$ cat config.mk
export PLATFORM = sky130hd
export DESIGN_NAME = nor_decoder_unit
export DESIGN_NICKNAME = d
export VERILOG_FILES = /design/src/rtl/nor_decoder_pkg.sv /design/src/rtl/decoder_2to4.sv /design/src/rtl/nor_decoder_unit.sv
export SDC_FILE = /design/constraint.sdc
export NUM_CORES = 1
export LEC_CHECK = 0
export CAP_MARGIN = 15
export CORE_AREA = 2 2 39 41
export CTS_CLUSTER_SIZE = 16
export DETAILED_ROUTE_END_ITERATION = 6
export DIE_AREA = 0 0 41 43
export GPL_TIMING_DRIVEN = 1
export HOLD_SLACK_MARGIN = 0.06
export PLACE_DENSITY = 0.44
export SKIP_CTS_REPAIR_TIMING = 1
export SYNTH_ARGS = -nofsm -noshare
export SYNTH_HDL_FRONTEND = slang
export SYNTH_SLANG_ARGS = --single-unit
$ cat constraint.sdc
create_clock -name clk -period 0.9 [get_ports clk]
set_input_delay 0.27 -clock clk [delete_from_list [all_inputs] [get_ports clk]]
set_output_delay 0.27 -clock clk [all_outputs]
set_load 0.01 [all_outputs]
$ cat src/rtl/nor_decoder_pkg.sv
// Shared constants for the decoder-based NOR primitive: decoder line indices
// and line count.
package nor_decoder_pkg;

   localparam int DEC_LINES = 4;

   localparam int unsigned DEC_00 = 0;
   localparam int unsigned DEC_01 = 1;
   localparam int unsigned DEC_10 = 2;
   localparam int unsigned DEC_11 = 3;

   localparam logic [DEC_LINES-1:0] DEC_IDLE = {DEC_LINES{1'b0}};

endpackage

$ cat src/rtl/decoder_2to4.sv
// 2-to-4 line decoder with enable. The output is one-hot while enabled and
// all-zero while disabled.
module decoder_2to4
   import nor_decoder_pkg::*;
(
   input  logic [1:0]           sel,
   input  logic                 en,
   output logic [DEC_LINES-1:0] y
);

   // Minterm selection; an unknown select or a low enable gives the idle pattern
   always_comb begin
      y = DEC_IDLE;
      if (en) begin
         case (sel)
            2'b00:   y[DEC_00] = 1'b1;
            2'b01:   y[DEC_01] = 1'b1;
            2'b10:   y[DEC_10] = 1'b1;
            2'b11:   y[DEC_11] = 1'b1;
            default: y = DEC_IDLE;
         endcase
      end else begin
         y = DEC_IDLE;
      end
   end

endmodule

$ cat src/rtl/nor_decoder_unit.sv
// Bitwise NOR built from per-lane 2-to-4 decoders. The NOR result is the "00"
// minterm line, and the output stage is optional and valid-qualified.
module nor_decoder_unit
   import nor_decoder_pkg::*;
#(
   parameter int WIDTH   = 1,
   parameter bit REG_OUT = 1'b1
)(
   input  logic                       clk,
   input  logic                       rst_n,
   input  logic [WIDTH-1:0]           a,
   input  logic [WIDTH-1:0]           b,
   input  logic                       in_valid,
   output logic [WIDTH-1:0]           nor_o,
   output logic [DEC_LINES*WIDTH-1:0] dec_o,
   output logic                       out_valid
);

   logic [DEC_LINES*WIDTH-1:0] dec_s;
   logic [WIDTH-1:0]           nor_s;

   for (genvar i = 0; i < WIDTH; i++) begin : g_lane
      decoder_2to4 u_dec (
         .sel ({a[i], b[i]}),
         .en  (1'b1),
         .y   (dec_s[DEC_LINES*i +: DEC_LINES])
      );
      // NOR is taken directly from the decoder's "00" line, never recomputed
      assign nor_s[i] = dec_s[DEC_LINES*i + DEC_00];
   end

   if (REG_OUT) begin : g_reg
      logic [DEC_LINES*WIDTH-1:0] dec_r;
      logic [WIDTH-1:0]           nor_r;
      logic                       valid_r;

      // Output stage: capture only on valid input, so idle cycles hold the last result
      always_ff @(posedge clk or negedge rst_n) begin
         if (!rst_n) begin
            dec_r   <= {(DEC_LINES*WIDTH){1'b0}};
            nor_r   <= {WIDTH{1'b0}};
            valid_r <= 1'b0;
         end else begin
            valid_r <= in_valid;
            if (in_valid) begin
               dec_r <= dec_s;
               nor_r <= nor_s;
            end
         end
      end

      assign dec_o     = dec_r;
      assign nor_o     = nor_r;
      assign out_valid = valid_r;
   end else begin : g_comb
      assign dec_o     = dec_s;
      assign nor_o     = nor_s;
      assign out_valid = in_valid;
   end

endmodule

; After elaboration in Yosys (flattened, before gate mapping)
; Cells that the tools add are included.
[word_totals]
regBits = 6
out_inout_bits = 6
elab_cells = 11
in_bits = 5
[op_classes]
n_reduce_logical = 1
n_eq_ne = 3
n_mux = 4
[op_table]
columns = op, n
row1 = 2-bit equality test (second input constant), 2
row2 = 1-bit two-way mux, 4
row3 = 2-bit by 1-bit equality test with 1-bit output (second input constant), 1
row4 = 2-bit zero test, 1

; Longest topological paths before layout
[logic_depth]
ltp_word = 2
ltp_mapped = 2
ltp_nobuf = 2

; Hierarchy
; Synthesis repeated with hierarchy kept, for this count alone.
[unflattened]
hier_cells = 15
hier_area_um2 = 219.0
[modules_own_cells]
columns = mod, area_per_inst_um2, cells_each, seq_area_each_um2, instances
row1 = nor_decoder_unit, 181.4, 11, 125.1, 1
row2 = decoder_2to4, 37.5, 4, 0.0, 1

; Worst setup path before layout
; Ideal clock, no wire load.
[synth_path]
path_kind = reg2out
start = reg g_reg.dec_r[0], in the netlist dec_o[0]
end = out dec_o[0]
t_required_ps = 630
setup_slack_ps = 78
stages_incl_launch_ff = 2
n_path_buf = 1
t_arrival_ps = 552
path_cell_list = dfrtp_1 buf_4
[synth_lines]
columns = element, line_no
row1 = from (decl), nor_decoder_unit.sv:33  ; logic [DEC_LINES*WIDTH-1:0] dec_r;
row2 = from (signal assigned), nor_decoder_unit.sv:40  ; dec_r <= {(DEC_LINES*WIDTH){1'b0}};
row3 = from (signal assigned), nor_decoder_unit.sv:46  ; dec_r <= dec_s;
row4 = to (decl), nor_decoder_unit.sv:15  ; output logic [DEC_LINES*WIDTH-1:0] dec_o,
; No word-level cell between the ends.

; Worst setup path in the final report
[layout_path]
start = reg g_reg.dec_r[0], in the netlist dec_o[0]
end = out dec_o[0]
; No word-level cell between the ends.

==> flow_summary.json <==
{
  "cts.reportedPaths.clkPinSlew_ps": 50,
  "effective_utilization_at_floorplan": 0.1429,
  "die_x_um": 41,
  "synth.yosys.warnings": 0,
  "drt_drc_violations_left": 0,
  "run_status": "complete, but fails checks",
  "worst_ep_required_time_ps": 630,
  "critPathArrivalTime_ps": 760,
  "cp-end-kind": "primary output",
  "synth_cells": 17,
  "area_growth_pct": 74.05,
  "synth.ff_latch_count": 5,
  "critical_path.n_buffers_inverters": 1,
  "grt_start_max_net_pins": 8,
  "timing.max_cap.violations": 0,
  "rsz0062_at_grt": "yes",
  "insertedDiodeCount": 0,
  "die_y_um": 43,
  "stdcell_area_sq_um": 344.1,
  "critical_path.cell_chain": "clkbuf_2",
  "critical-path-slowest-cell": "sky130_fd_sc_hd__dfrtp_1",
  "path_class": "flip-flop to primary output",
  "drt_iter0_drc": 1,
  "final_antenna_net_count": 0,
  "gr-usage-all-layers": 0.07056,
  "nets": 40,
  "max_slew_margin": 0.8421,
  "achievable-frequency_mhz": 968.1,
  "drt-total-wl_um": 480,
  "static-leakage-power_nw": 0.1948,
  "boundaryPins": 11,
  "nFillCells": 159,
  "clock_tree_from_tritoncts": "yes",
  "path_max_fanout": 3,
  "clock_insertion_delay_worst_skew_ps": 240,
  "synth.yosys.seq_area_share": 0.6329,
  "cts_root_buffer": "sky130_fd_sc_hd__clkbuf_4",
  "fp-row-count": 14,
  "grt_first_pass_wirelength_um": 759,
  "avgSynthCellArea_sq_um": 11.63,
  "critPathLaunchType": "flip-flop",
  "period_minus_slack_ps": 1033,
  "hold_viol_final": 0,
  "final-max-slew-violation-count": 0,
  "via_cell_ratio": 3.460,
  "io_buffer_count": 10,
  "placed_area_sq_um": 332.8,
  "drive_gt1_frac": 0.4118,
  "syn-num-nets": 22,
  "overflow_after_grt": 0,
  "powerDensity_nw_per_um2": 1772,
  "timing.clock.skew_ps": 0,
  "critical-path-max-stage-delay_ps": 390,
  "detailedRoute.firstPassIterationCount": 2,
  "hold_path_class": "input port to asynchronous set/reset pin",
  "synthesized_area_fraction_occupied_by_adder_cells": 0,
  "worst_pin_slew_ps": 236.1,
  "cts_num_sinks": 5,
  "setup_viol": 6,
  "numCtsBuffers": 3,
  "post-route-util": 0.2486,
  "synthSimpleGateAreaFrac": 0.1203,
  "gpl.final_weighted_congestion": 0.6106,
  "synth_xor_xnor_area_share": 0,
  "detailroute.via_count": 173,
  "vias_in_the_first_global_route": 180,
  "max-vdd-ir-drop_mv": 0.4125,
  "antenna_found_initial": 0,
  "violated_checks": "setup timing",
  "setup_slack_ps": -133.0,
  "compound_gate_portion_of_the_synthesized_area": 0.07595,
  "htreeDepth": 1,
  "drt-wirelength-per-cell_um": 9.600,
  "floorplan.die_area_sq_um": 1763,
  "layout_worst_path_cycle_share": 1.148,
  "post_synthesis_instance_area_sq_um": 197.7,
  "synth_top_family_by_area": "simple AND/OR/NAND/NOR gates",
  "yosysUniqueCellTypes": 8,
  "post_synth_mux_area_share": 0.07595,
  "cpLargestDelayFamily": "flip-flops",
  "clk_path_buf_depth": 2,
  "core_area_sq_um": 1384,
  "place.detailed.hpwl_um": 335.7
}
-- stage by stage --
stage	hold slack, ps	setup TNS, ps	setup slack (ps)	total power [W]	instances
3_3_place_gp	507.2	-2591	-314.8	0.0003674	45
6_report	254.0	-677.3	-133.0	0.0006098	50
5_1_grt	268.5	-907.1	-171.0	0.0006579	50
4_1_cts	255.3	-3174	-537.3	0.0006486	49
3_5_place_dp	513.2	-2644	-325.4	0.0003684	45
2_1_floorplan	-25.59	0	78.20	0.0002885	17
-- layer usage --
metal	vias to the layer above	GRT usage	share of wire	wire [um]
li1	87	-	-	-
met1	76	0.08469	0.50	238
met2	10	0.08125	0.38	183
met3	0	0.03141	0.12	58
met4	0	0.08000	0	0
met5	-	0	0	0
-- logic make-up (layout without fill, tap and decap cells) --
logic type | count (synthesis) | count (layout)
flops | 5 | 5
mux | 1 | 1
buf+inv | 4 | 21
compound gates | 3 | 3
simple gates | 4 | 4
-- worst paths after layout --
path	end	from	cells past startpoint	slack, ps
setup / recovery	dec_o[0]	dec_o[0]$_DFFE_PN0P_	1	-130
hold / removal	dec_o[1]$_DFFE_PN0P_	rst_n	1	250
setup reg to reg	dec_o[0]$_DFFE_PN0P_	dec_o[0]$_DFFE_PN0P_	2	0
hold reg to reg	dec_o[3]$_DFFE_PN0P_	dec_o[3]$_DFFE_PN0P_	2	530
max in group asynchronous	dec_o[3]$_DFFE_PN0P_	rst_n	1	450
min in group clk	dec_o[0]$_DFFE_PN0P_	in_valid	2	350
-- sequential cells by signal, indices dropped and copies added, names as in the netlist --
register   count
out_valid      1
dec_o          4
-- synth_stat cells --
library cell,instances,share of area
sky130_fd_sc_hd__buf_4,1,0.038
sky130_fd_sc_hd__dfrtp_1,5,0.63
sky130_fd_sc_hd__inv_1,3,0.057
sky130_fd_sc_hd__mux2_4,1,0.076
sky130_fd_sc_hd__nand3_1,1,0.025
sky130_fd_sc_hd__nand3b_1,2,0.076
sky130_fd_sc_hd__nor2_1,1,0.019
sky130_fd_sc_hd__o21ai_0,3,0.076
-- placed cells by master (no fill, tap or decap) --
cell type / count
sky130_fd_sc_hd__mux2_4: 1
sky130_fd_sc_hd__inv_1: 3
sky130_fd_sc_hd__dfrtp_1: 5
sky130_fd_sc_hd__buf_4: 4
sky130_fd_sc_hd__clkdlybuf4s50_1: 1
sky130_fd_sc_hd__nor2_1: 1
sky130_fd_sc_hd__nand3_1: 1
sky130_fd_sc_hd__nand3b_1: 2
sky130_fd_sc_hd__dlymetal6s2s_1: 3
sky130_fd_sc_hd__clkbuf_2: 5
sky130_fd_sc_hd__clkbuf_4: 3
sky130_fd_sc_hd__clkbuf_1: 1
sky130_fd_sc_hd__buf_2: 1
sky130_fd_sc_hd__o21ai_0: 3
-- cell type report --
type / instances / area (sq um) / share of cell area
clock buffer: 4 / 26.28 / 0.07636
tap: 16 / 20.02 / 0.05818
multi-input combinational: 8 / 53.80 / 0.1564
timing repair buffer: 14 / 107.6 / 0.3127
inverter: 3 / 11.26 / 0.03273
sequential: 5 / 125.1 / 0.3636
-- report_power, final --
part	internal, W	switching, W
clock network	0.000168	0.0000950
logic	0.0000537	0.0000422
registers	0.000242	0.00000872
total	0.000464	0.000146
Power figures use the tool's default switching activity.
